[config.mk]
export PLATFORM = sky130hd
export DESIGN_NAME = sprite_layer_compositor
export DESIGN_NICKNAME = d
export VERILOG_FILES = /design/src/rtl/vga_pkg.sv /design/src/rtl/color_expand.sv /design/src/rtl/sprite_layer_compositor.sv
export SDC_FILE = /design/constraint.sdc
export NUM_CORES = 1
export LEC_CHECK = 0
export CORE_MARGIN = 2
export CORE_UTILIZATION = 49
export CTS_BUF_LIST = sky130_fd_sc_hd__clkbuf_2
export DETAILED_ROUTE_END_ITERATION = 10
export PLACE_DENSITY_LB_ADDON = 0.25
export SLEW_MARGIN = 5
export SYNTH_ARGS = -nofsm -noshare
export SYNTH_HDL_FRONTEND = slang
export SYNTH_SLANG_ARGS = --single-unit
export TNS_END_PERCENT = 5
[constraint.sdc]
create_clock -name clk25 -period 3 [get_ports clk25]
set_clock_uncertainty 0.2 [all_clocks]
set_input_delay 0.45 -clock clk25 [delete_from_list [all_inputs] [get_ports clk25]]
set_output_delay 0.45 -clock clk25 [all_outputs]
set_load 0.01 [all_outputs]
[src/rtl/vga_pkg.sv]
// Shared VGA display constants and pixel-format helpers for the 640x480 game display.
package vga_pkg;

   localparam int H_ACTIVE   = 640;
   localparam int V_ACTIVE   = 480;
   localparam int MAX_LAYERS = 16;

   // Level of hsync/vsync outside their pulses (active-low syncs).
   localparam logic SYNC_IDLE = 1'b1;

   // Width of one {R,G,B} pixel for a given channel width.
   function automatic int pix_w(input int ch_w);
      return 3 * ch_w;
   endfunction

endpackage : vga_pkg

[src/rtl/color_expand.sv]
// Expands one CH_W-bit colour channel to the OUT_W-bit DAC width by
// repeating the input MSB-first and truncating, so full scale maps to full scale.
module color_expand #(
   parameter int CH_W  = 1,
   parameter int OUT_W = 4
) (
   input  logic [CH_W-1:0]  i_ch,
   output logic [OUT_W-1:0] o_ch
);

   // Replicate input bits MSB-first across the output width.
   always_comb begin
      o_ch = {OUT_W{1'b0}};
      for (int i = 0; i < OUT_W; i++) begin
         o_ch[OUT_W-1-i] = i_ch[CH_W-1-(i % CH_W)];
      end
   end

endmodule : color_expand

[src/rtl/sprite_layer_compositor.sv]
// Two-stage sprite layer compositor: priority select of N layers over a
// background colour, DAC-width colour expansion, sync delay matching, and a
// per-frame player-overlap collision map published on frame_start.
module sprite_layer_compositor
   import vga_pkg::*;
#(
   parameter int LAYER_COUNT = 6,
   parameter int CH_W        = 1,
   parameter int OUT_W       = 4
) (
   input  logic                            clk25,
   input  logic                            reset_n,
   input  logic                            video_on,
   input  logic                            hsync_in,
   input  logic                            vsync_in,
   input  logic                            frame_start,
   input  logic [LAYER_COUNT-1:0]          layer_valid_flat,
   input  logic [LAYER_COUNT*3*CH_W-1:0]   layer_rgb_flat,
   input  logic [LAYER_COUNT-1:0]          layer_enable,
   input  logic [3*CH_W-1:0]               bg_rgb,
   output logic [OUT_W-1:0]                vga_r,
   output logic [OUT_W-1:0]                vga_g,
   output logic [OUT_W-1:0]                vga_b,
   output logic                            hsync,
   output logic                            vsync,
   output logic [LAYER_COUNT-2:0]          collide_flags,
   output logic                            collide_pulse
);

   localparam int PW = pix_w(CH_W);
   localparam int CW = LAYER_COUNT - 1;

   typedef logic [PW-1:0] pixel_t;

   if (LAYER_COUNT < 2 || LAYER_COUNT > MAX_LAYERS) begin : g_bad_layer_count
      $error("sprite_layer_compositor: LAYER_COUNT out of range");
   end
   if (OUT_W < CH_W) begin : g_bad_out_w
      $error("sprite_layer_compositor: OUT_W must be >= CH_W");
   end

   // Stage-1 registers
   logic [LAYER_COUNT-1:0]    r_vld_en;
   logic [LAYER_COUNT*PW-1:0] r_rgb;
   pixel_t                    r_bg;
   logic                      r_video_on;
   logic                      r_hsync;
   logic                      r_vsync;

   // Collision accumulator
   logic [CW-1:0]             r_acc;

   // Combinational signals
   logic [CW-1:0]             w_hit;
   logic                      w_found;
   pixel_t                    w_sel_pix;
   logic [OUT_W-1:0]          w_exp_r;
   logic [OUT_W-1:0]          w_exp_g;
   logic [OUT_W-1:0]          w_exp_b;

   // Stage 1: capture masked valids, colours, background and raw timing.
   always_ff @(posedge clk25 or negedge reset_n) begin
      if (!reset_n) begin
         r_vld_en   <= {LAYER_COUNT{1'b0}};
         r_rgb      <= {(LAYER_COUNT*PW){1'b0}};
         r_bg       <= {PW{1'b0}};
         r_video_on <= 1'b0;
         r_hsync    <= SYNC_IDLE;
         r_vsync    <= SYNC_IDLE;
      end else begin
         r_vld_en   <= layer_valid_flat & layer_enable;
         r_rgb      <= layer_rgb_flat;
         r_bg       <= bg_rgb;
         r_video_on <= video_on;
         r_hsync    <= hsync_in;
         r_vsync    <= vsync_in;
      end
   end

   // Per-layer overlap with the player for the pixel being sampled this cycle.
   always_comb begin
      w_hit = {CW{1'b0}};
      for (int k = 1; k < LAYER_COUNT; k++) begin
         w_hit[k-1] = video_on & layer_valid_flat[0] & layer_enable[0] &
                      layer_valid_flat[k] & layer_enable[k];
      end
   end

   // Accumulate overlaps and publish them at frame_start; the frame_start
   // pixel itself seeds the new frame rather than the published one.
   always_ff @(posedge clk25 or negedge reset_n) begin
      if (!reset_n) begin
         r_acc         <= {CW{1'b0}};
         collide_flags <= {CW{1'b0}};
         collide_pulse <= 1'b0;
      end else if (frame_start) begin
         collide_flags <= r_acc;
         collide_pulse <= |r_acc;
         r_acc         <= w_hit;
      end else begin
         collide_flags <= collide_flags;
         collide_pulse <= 1'b0;
         r_acc         <= r_acc | w_hit;
      end
   end

   // Priority select: lowest-index valid layer wins, background otherwise.
   always_comb begin
      w_found   = 1'b0;
      w_sel_pix = r_bg;
      for (int k = 0; k < LAYER_COUNT; k++) begin
         if (!w_found && r_vld_en[k]) begin
            w_found   = 1'b1;
            w_sel_pix = r_rgb[k*PW +: PW];
         end else begin
            w_found   = w_found;
         end
      end
   end

   color_expand #(.CH_W(CH_W), .OUT_W(OUT_W)) u_exp_r (
      .i_ch (w_sel_pix[2*CH_W +: CH_W]),
      .o_ch (w_exp_r)
   );

   color_expand #(.CH_W(CH_W), .OUT_W(OUT_W)) u_exp_g (
      .i_ch (w_sel_pix[CH_W +: CH_W]),
      .o_ch (w_exp_g)
   );

   color_expand #(.CH_W(CH_W), .OUT_W(OUT_W)) u_exp_b (
      .i_ch (w_sel_pix[0 +: CH_W]),
      .o_ch (w_exp_b)
   );

   // Stage 2: blank outside the active area and register the DAC/sync outputs.
   always_ff @(posedge clk25 or negedge reset_n) begin
      if (!reset_n) begin
         vga_r <= {OUT_W{1'b0}};
         vga_g <= {OUT_W{1'b0}};
         vga_b <= {OUT_W{1'b0}};
         hsync <= SYNC_IDLE;
         vsync <= SYNC_IDLE;
      end else begin
         vga_r <= r_video_on ? w_exp_r : {OUT_W{1'b0}};
         vga_g <= r_video_on ? w_exp_g : {OUT_W{1'b0}};
         vga_b <= r_video_on ? w_exp_b : {OUT_W{1'b0}};
         hsync <= r_hsync;
         vsync <= r_vsync;
      end
   end

endmodule : sprite_layer_compositor
==> impl_metrics.tcl, run 1 <==
set metrics [dict create \
    leakage_nw 0.948 \
    portBuffers 58 \
    grt.total_usage_pct 18.4 \
    setup_tns_ns 0 \
    critPathRequiredTime_ns 2.35 \
    p_switching_w 0.000258 \
    drtIter0Drc 70 \
    start_util_pct 50.1 \
    grt_pass1_wl_um 4800 \
    p_sw_share_pct 24.0 \
    rsz0062_at_grt "no" \
    syn-num-nets 153 \
    synth_seq_area_share_pct 70.3 \
    yosysWarnings 0 \
    path_max_fanout 1 \
    crit_family "flip-flops" \
    io_pins 59 \
    overflow 0 \
    worst-setup-path-type "reg2out" \
    tightestPinTransition_ns 0.959 \
    cp.arrival_ns 1.46 \
    syn_area_um2 1650 \
    finalNetCount 206 \
    endpoint_kind "output pin" \
    wire_per_inst_um 14.7 \
    placed_cells 205 \
    clock.fmax_mhz 475 \
    wirelength_um 3150 \
    fp.dieArea_um2 3840 \
    cp-start-kind "flip-flop" \
    power_density_nw_per_um2 480 \
    cpPeakStageDelay_ns 0.55 \
    period_minus_slack_ns 2.11 \
    clock-sinks 46 \
    ys_ff_latch 46 \
    drtAntennaViolNets 0 \
    dieWidth_um 61.9 \
    synthMuxAreaShare_pct 3.42 \
    cts_tree "yes" \
    syn-mean-instance-area_um2 14.4 \
    p_clk_share_pct 21.8 \
    remaining_drc_errors 0 \
    antenna_found_initial 0 \
    cts-root-buf "clkbuf_2" \
    cp.buffers_inverters 1 \
    holdWs_ns 0.170 \
    core_area_um2 3280 \
    yosys.area_share.xor_xnor_pct 0 \
    die_h_um 61.9 \
    setup_violations 0 \
    htreeDepth 2 \
    grt_max_degree 47 \
    num_vias 1096 \
    hold_path_class "reg2reg" \
    syn-instance-count 114 \
    globalplace.congestion 0.793 \
    finalNonFillerCells 214 \
    drv_slew 0 \
    cts_resized 0 \
    internal_power_w 0.000815 \
    grt_pass1_vias 1054 \
    path_cells "clkdlybuf4s50_1" \
    peakVddDrop_mv 0.285 \
    drive_gt1_share_pct 11.9 \
    cts_buffers 5 \
    vias_per_cell 5.12 \
    synth_top_family_by_area "simple AND/OR/NAND/NOR gates" \
    insertedDiodeCount 0 \
    clock_path_buffers 2 \
    syn2layout_area_growth_pct 35.7 \
    yosys.area_share.simple_pct 12.3 \
    pwr-share-seq_pct 63.1 \
    hpwlAfterDp_um 2340 \
    insertion_delay_ns 0.38 \
    slew_headroom_pct 36.1 \
    synth_compound_area_share_pct 7.83 \
    first_pass_iters 4 \
    period_share_pct 70.2 \
    outcome "finished, final reports clean" \
    clk_pin_slew_ns 0.18 \
    cp_slowest_cell "dfstp_2" \
    maxCapViolCount 0 \
    hold_violations 0 \
    synth_fa_ha_area_share_pct 0 \
    synth_cell_type_count 24 \
    combinationalPowerShare_pct 15.0 \
    row_count 21 \
]
-- Yosys cell counts --
library cell	instances	area [µm²]
a21boi_0	1	7.51
a22oi_1	3	22.5
a32o_1	5	50.1
and2_1	6	37.5
and2_2	1	7.51
buf_4	10	75.1
buf_6	1	11.3
clkbuf_1	2	7.51
dfrtp_1	42	1050
dfstp_2	4	105
inv_1	2	7.51
mux2_2	5	56.3
nand2_1	6	22.5
nand3_1	3	15.0
nand3b_1	2	15.0
nor2_1	3	11.3
nor2b_1	3	18.8
nor3_1	3	15.0
nor4_1	1	6.26
nor4_2	1	12.5
nor4b_1	3	26.3
nor4b_2	1	15.0
o221ai_1	3	26.3
o31ai_1	3	22.5
-- flip-flops by register name (all words and copies together), names as in the netlist, 3 cells and up --
signal,count
r_acc,5
collide_flags,5
r_bg,3
r_rgb,18
r_vld_en,6
-- power by group through the flow --
stage	registers (W)	clock network [W]	logic, W
after global routing	0.000682	0.000277	0.000176
after floorplan	0.000686	0	0.0000656
after global placement	0.000687	0	0.000157
final	0.000677	0.000234	0.000161
after detailed placement	0.000689	0	0.000162
after CTS	0.000678	0.000244	0.000163
-- layout make-up --
class                   count  area [µm²]
multi-input cells          53         388
clock buffers               6        30.0
flip-flops and latches     46        1160
fillers                   249        1050
inverters                   2        7.51
well taps                  46        57.6
clock inverters             2        8.76
repair buffers             59         586
-- logic make-up (layout without fill, tap and decap cells) --
group                  count (synthesis)  after routing
buffers and inverters                 15             69
DFF                                   46             46
AOI/OAI and AO/OA                     15             15
muxes                                  5              5
and+or+nand+nor                       33             33
-- worst reg2reg max path, delay by kind of cell (launching register included) --
kind | cells | cell delay, ns
and+or+nand+nor | 2 | 0.73
AOI/OAI and AO/OA | 2 | 0.36
DFF | 1 | 0.55
-- stage by stage --
stage / worst slack [ns] / instance area (µm²) / util, % / total power (W)
after floorplan: 1.43 / 1650 / - / 0.000752
after global placement: 1.18 / 2180 / 66.5 / 0.000844
after detailed placement: 1.07 / 2180 / 66.5 / 0.000851
after CTS: 0.865 / 2230 / 68.0 / 0.00109
after global routing: 0.801 / 2230 / 68.0 / 0.00114
final: 0.894 / 2230 / 68.0 / 0.00107
-- path summary, 6_finish.rpt --
check	startpoint	slack (ns)	to	cells after the start
min in group asynchronous	reset_n	0.52	vga_r[2]$_DFF_PN0_	2
setup / recovery	vsync$_DFF_PN1_	0.89	vsync	1
hold reg to reg	r_hsync$_DFF_PN1_	0.17	hsync$_DFF_PN1_	0
max in group asynchronous	reset_n	1.49	r_acc[2]$_DFF_PN0_	2
hold / removal	r_hsync$_DFF_PN1_	0.17	hsync$_DFF_PN1_	0
setup reg to reg	r_vld_en[0]$_DFF_PN0_	1.06	vga_b[2]$_DFF_PN0_	4
-- routing by layer --
layer / GRT usage, % / up-vias / wire [µm]
met5: 0 / - / 0
met1: 21.3 / 537 / 1220
met2: 29.9 / 56 / 1650
li1: - / 496 / -
met3: 7.04 / 7 / 208
met4: 9.42 / 0 / 67
-- cells in the final DEF, fill, tap and decap left out, drive strengths merged, types with 3 or more instances in the layout --
| master | n |
|---|---|
| nor2b | 3 |
| dfrtp | 42 |
| o221ai | 3 |
| dfstp | 4 |
| clkbuf | 6 |
| nor3 | 3 |
| nor2 | 3 |
| nand2 | 6 |
| a32o | 5 |
| nand3 | 3 |
| o31ai | 3 |
| nor4b | 4 |
| a22oi | 3 |
| mux2 | 5 |
| clkdlybuf4s50 | 57 |
| and2 | 7 |
-- repair_timing --
item,4_1_cts,5_1_grt
hold buffers,1,0
buffers inserted,0,0
hold endpoints to repair,36,0
setup endpoints to repair,0,0
No activity file was read; power rests on OpenSTA's default activity.
==> run 2: changes to the inputs <==
--- a/config.mk
+++ b/config.mk
@@ -6,7 +6,7 @@
 export NUM_CORES = 1
 export LEC_CHECK = 0
 export CORE_MARGIN = 2
-export CORE_UTILIZATION = 49
+export CORE_UTILIZATION = 41
 export CTS_BUF_LIST = sky130_fd_sc_hd__clkbuf_2
 export DETAILED_ROUTE_END_ITERATION = 10
 export PLACE_DENSITY_LB_ADDON = 0.25
==> constraint.sdc (replaced) <==
create_clock -name clk25 -period 1.87 [get_ports clk25]
set_clock_uncertainty 0.2 [all_clocks]
set_input_delay 0.2805 -clock clk25 [delete_from_list [all_inputs] [get_ports clk25]]
set_output_delay 0.2805 -clock clk25 [all_outputs]
set_load 0.01 [all_outputs]
==> run 2 against run 1 <==
  * Final cell count up 3.3%
  * Critical path depth up 3
  * Total power up 62%
  * Core utilization down 9.5 points
  * Register-to-register slack worse by 0.90 ns
  * Die area up 18%
  * Via count down 1.6%
  * Critical endpoint is now vga_b[2]$_DFF_PN0_
==> impl_metrics.tcl, run 2 (synthesized netlist as in run 1, its figures left out) <==
set metrics [dict create \
    p_total_w 0.00174 \
    tightestPinTransition_ns 0.545 \
    wirelength_um 3020 \
    start_util_pct 41.7 \
    cts_buffers 5 \
    die_h_um 67.4 \
    slew_headroom_pct 63.7 \
    finalNetCount 209 \
    clock.fmax_mhz 586 \
    remaining_drc_errors 0 \
    cpPeakStageDelay_ns 0.54 \
    final_common_cell "dfrtp_1" \
    overflow 0 \
    cp-start-kind "flip-flop" \
    worst_r2r_startpoint "r_vld_en[0]$_DFF_PN0_" \
    power_density_nw_per_um2 753 \
    mostFrequentLayoutCells "40 x dfrtp_1, 37 x clkdlybuf4s50_1, 13 x dlymetal6s2s_1" \
    io_pins 59 \
    cp.buffers_inverters 0 \
    wire_per_inst_um 13.6 \
    peakVddDrop_mv 0.414 \
    cp.arrival_ns 1.79 \
    num_vias 1079 \
    period_minus_slack_ns 1.71 \
    maxCapViolCount 0 \
    grt_pass1_vias 1034 \
    htreeDepth 2 \
    crit_family "simple AND/OR/NAND/NOR gates" \
    grt_max_degree 47 \
    top_register "r_rgb" \
    largest_reg_flops 18 \
    outcome "finished, final reports clean" \
    syn2layout_area_growth_pct 40.2 \
    grt_pass1_wl_um 4570 \
    leakage_nw 1.18 \
    placed_cells 210 \
    finalNonFillerCells 221 \
    antenna_found_initial 0 \
    cp_slowest_cell "dfrtp_2" \
    globalplace.congestion 0.884 \
    ff2ff_path_depth 4 \
    vias_per_cell 4.88 \
    hold_path_class "in2reg" \
    portBuffers 58 \
    drive_gt1_share_pct 14.0 \
    worst-setup-path-type "reg2reg" \
    hpwlAfterDp_um 2080 \
    cts_tree "yes" \
    drv_slew 0 \
    critPathRequiredTime_ns 1.96 \
    drtIter0Drc 67 \
    top_regs "r_rgb: 18 flops, r_vld_en: 6 flops" \
    fp.dieArea_um2 4540 \
    period_share_pct 91.3 \
    drtAntennaViolNets 0 \
    min_path_cells 1 \
    setup_violations 0 \
    setup_tns_ns 0 \
    insertion_delay_ns 0.42 \
    grt.total_usage_pct 14.0 \
    path_cells "nor4_2 -> and2_2 -> nand3b_1 -> o221ai_1" \
    insertedDiodeCount 0 \
    row_count 23 \
    clock-sinks 46 \
    rsz0062_at_grt "no" \
    dieWidth_um 67.4 \
    startpoint "r_vld_en[0]$_DFF_PN0_" \
    worst-path-stages 4 \
    endpoint_kind "flip-flop" \
    hold_violations 0 \
    min_from "layer_rgb_flat[15]" \
    clock_path_buffers 2 \
    core_area_um2 3940 \
    cts-root-buf "clkbuf_2" \
    first_pass_iters 4 \
    post_cts_buffers 0 \
    path_max_fanout 11 \
    clk_pin_slew_ns 0.24 \
]
## run 2: final cells by class
class | instances | area, µm²
clock inverter | 2 | 13.8
clock buffer | 6 | 30.0
inverter | 2 | 7.51
tap | 50 | 62.6
fill | 316 | 1640
sequential | 46 | 1160
multi-input combinational | 53 | 397
timing repair buffer | 62 | 637
## run 2: per-stage QoR
| stage | setup WS, ns | hold WS, ns | util [%] | area, µm² |
|---|---|---|---|---|
| finish | 0.163 | 0.0616 | 58.5 | 2310 |
| global route | 0.0265 | 0.0155 | 58.5 | 2310 |
| CTS | 0.00221 | 0.0103 | 57.1 | 2250 |
| detailed placement | 0.0291 | 0.149 | 55.7 | 2200 |
| global placement | 0.171 | 0.146 | 55.7 | 2200 |
| floorplan | 0.300 | -0.215 | - | 1650 |
## run 2: final timing paths
check / slack, ns / to
min in group asynchronous: 0.22 / collide_flags[3]$_DFFE_PN0P_
max in group asynchronous: 0.83 / r_vld_en[1]$_DFF_PN0_
setup reg to reg: 0.16 / vga_b[2]$_DFF_PN0_
setup / recovery: 0.16 / vga_b[2]$_DFF_PN0_
hold / removal: 0.06 / r_rgb[15]$_DFF_PN0_
hold reg to reg: 0.17 / hsync$_DFF_PN1_
## run 2: repair_timing
action / in CTS / in global routing
gates resized for setup: 8 / 15
cloned: 0 / 0
endpoints found under the setup margin: 11 / 16
hold endpoints to repair: 42 / 2
pin swaps: 0 / 0
hold buffers: 1 / 2
## run 2: metal layers
metal  global-route usage, %  part of all wire [%]
met3                    4.67                   8.3
met2                    22.4                    49
met1                    17.1                    41
met4                    6.89                   1.7
met5                       0                     0
## run 2: power breakdown
group / leakage (nW) / total, W / internal (W) / switching [W]
Sequential: 0.563 / 0.00109 / 0.00105 / 0.0000346
Combinational: 0.587 / 0.000246 / 0.000155 / 0.0000917
Clock: 0.0330 / 0.000404 / 0.0000986 / 0.000305
==> run 3: changes to the inputs <==
--- a/config.mk
+++ b/config.mk
@@ -6,8 +6,9 @@
 export NUM_CORES = 1
 export LEC_CHECK = 0
 export CORE_MARGIN = 2
-export CORE_UTILIZATION = 41
+export CORE_UTILIZATION = 25
 export CTS_BUF_LIST = sky130_fd_sc_hd__clkbuf_2
+export CTS_CLUSTER_DIAMETER = 50
 export DETAILED_ROUTE_END_ITERATION = 10
 export PLACE_DENSITY_LB_ADDON = 0.25
 export SLEW_MARGIN = 5
==> run 3 against run 2 <==
  * Sequential power barely moved
  * Design area rose by 1.1%
  * Register-to-register slack barely moved
  * Setup slack got worse by 0.0057 ns
  * First-iteration DRC count fell by 15%
  * Routed wire length rose by 15%
  * Critical path depth did not move
  * Combinational power rose by 3%
  * Largest power group unchanged
  * Highest routed layer unchanged
==> impl_metrics.tcl, run 3 (synthesized netlist as in run 1, its figures left out) <==
set metrics [dict create \
    outcome "finished, final reports clean" \
    rsz0062_at_grt "no" \
    hold_violations 0 \
    drv_slew 0 \
    placed_cells 238 \
    wirelength_um 3460 \
    cp.arrival_ns 1.79 \
    mostFrequentLayoutCells "41 x dfrtp_1, 37 x clkdlybuf4s50_1, 18 x dlymetal6s2s_1" \
    top_register "r_rgb" \
    path_max_fanout 11 \
    grt_pass1_vias 1212 \
    power_density_nw_per_um2 740 \
    internal_power_w 0.00130 \
    cpPeakStageDelay_ns 0.54 \
    combinationalPowerShare_pct 14.6 \
    clock_path_buffers 2 \
    clk_pin_slew_ns 0.24 \
    pwr-share-seq_pct 62.9 \
    peakVddDrop_mv 0.369 \
    p_clk_share_pct 22.4 \
    dieWidth_um 85.1 \
    syn2layout_area_growth_pct 41.7 \
    cp_slowest_cell "dfrtp_2" \
    tightestPinTransition_ns 0.553 \
    maxCapViolCount 0 \
    insertedDiodeCount 0 \
    clock.fmax_mhz 584 \
    drtIter0Drc 57 \
    cts_tree "yes" \
    grt_max_degree 47 \
    row_count 29 \
    top_regs "r_rgb: 18 flops, r_vld_en: 6 flops" \
    fp.dieArea_um2 7250 \
    grt.total_usage_pct 9.78 \
    num_vias 1136 \
    setup_tns_ns 0 \
    setup_ws_ns 0.158 \
    critPathRequiredTime_ns 1.95 \
    cts-root-buf "clkbuf_2" \
    p_switching_w 0.000425 \
    cp-start-kind "flip-flop" \
    globalplace.congestion 0.769 \
    insertion_delay_ns 0.40 \
    first_pass_iters 4 \
    grt_pass1_wl_um 5510 \
    portBuffers 58 \
    crit_family "simple AND/OR/NAND/NOR gates" \
    slew_headroom_pct 63.1 \
    overflow 0 \
    stdcell_area_um2 2330 \
    wire_per_inst_um 14.0 \
    hpwlAfterDp_um 2540 \
    die_h_um 85.1 \
    io_pins 59 \
    period_minus_slack_ns 1.71 \
    dpl_cell_area_um2 2240 \
    period_share_pct 91.6 \
    hold_path_class "in2reg" \
    htreeDepth 2 \
    final_common_cell "dfrtp_1" \
    vias_per_cell 4.60 \
    leakage_nw 1.23 \
    setup_violations 0 \
    clock-sinks 46 \
    remaining_drc_errors 0 \
    finalNonFillerCells 247 \
    antenna_found_initial 0 \
    path_cells "nor4_2 -> and2_2 -> nand3b_1 -> o221ai_1" \
    drive_gt1_share_pct 13.5 \
    nFillCells 600 \
    start_util_pct 25.9 \
    p_sw_share_pct 24.7 \
    core_area_um2 6350 \
    cts_buffers 5 \
    finalNetCount 208 \
    largest_reg_flops 18 \
    endpoint_kind "flip-flop" \
    dp_worst_setup_slack_ns 0.161 \
    worst-setup-path-type "reg2reg" \
    cp.buffers_inverters 0 \
    drtAntennaViolNets 0 \
]
run 3: per-stage QoR:
step | hold WS [ns] | utilization (%) | power [W]
finish | 0.0802 | 36.7 | 0.00173
global route | 0.0156 | 36.7 | 0.00181
CTS | 0.0432 | 36.0 | 0.00175
detailed placement | 0.152 | 35.3 | 0.00137
global placement | 0.147 | 35.3 | 0.00136
floorplan | -0.215 | - | 0.00121
run 3: worst paths after layout:
check / end / slack [ns] / depth (start not counted) / startpoint
setup / recovery: vga_g[2]$_DFF_PN0_ / 0.16 / 4 / r_vld_en[0]$_DFF_PN0_
hold / removal: r_hsync$_DFF_PN1_ / 0.08 / 1 / hsync_in
setup reg to reg: vga_g[2]$_DFF_PN0_ / 0.16 / 4 / r_vld_en[0]$_DFF_PN0_
hold reg to reg: vsync$_DFF_PN1_ / 0.17 / 0 / r_vsync$_DFF_PN1_
max in group asynchronous: vsync$_DFF_PN1_ / 0.82 / 3 / reset_n
min in group asynchronous: collide_flags[0]$_DFFE_PN0P_ / 0.25 / 3 / reset_n
run 3: worst register-to-register path, stage by stage, from the launching register on:
cell and delay [ns]:
dfrtp_2 0.54, nor4_2 0.32, and2_2 0.22, nand3b_1 0.16
o221ai_1 0.14
run 3: metal layers:
layer  track usage [%]  vias to the layer above  wire [µm]
met5                 0                        -          0
met4              2.16                        0         42
met3              4.96                        6        277
met2              15.8                       55       1720
met1              11.8                      572       1420
li1                  -                      503          -
run 3: what timing repair did:
action / 4_1_cts / 5_1_grt
setup endpoints to repair: 2 / 19
pin swaps: 0 / 0
resized for setup: 2 / 19
hold endpoints to repair: 42 / 0
setup buffers: 0 / 0
hold buffers: 1 / 0
run 3: power by group through the flow:
stage          clock (W)  combinational, W  sequential [W]
4_1_cts         0.000400          0.000267         0.00109
3_5_place_dp           0          0.000265         0.00111
3_3_place_gp           0          0.000259         0.00111
2_1_floorplan          0          0.000105         0.00110
5_1_grt         0.000447          0.000274         0.00109
6_report        0.000387          0.000253         0.00109
run 3: layout make-up:
cell class,instances,area [µm²],area share (%)
sequential,46,1160,49.7
timing repair buffer,61,643,27.6
tap,77,96.3,4.13
clock inverter,2,8.76,0.376
multi-input combinational,53,388,16.6
clock buffer,6,30.0,1.29
inverter,2,7.51,0.322
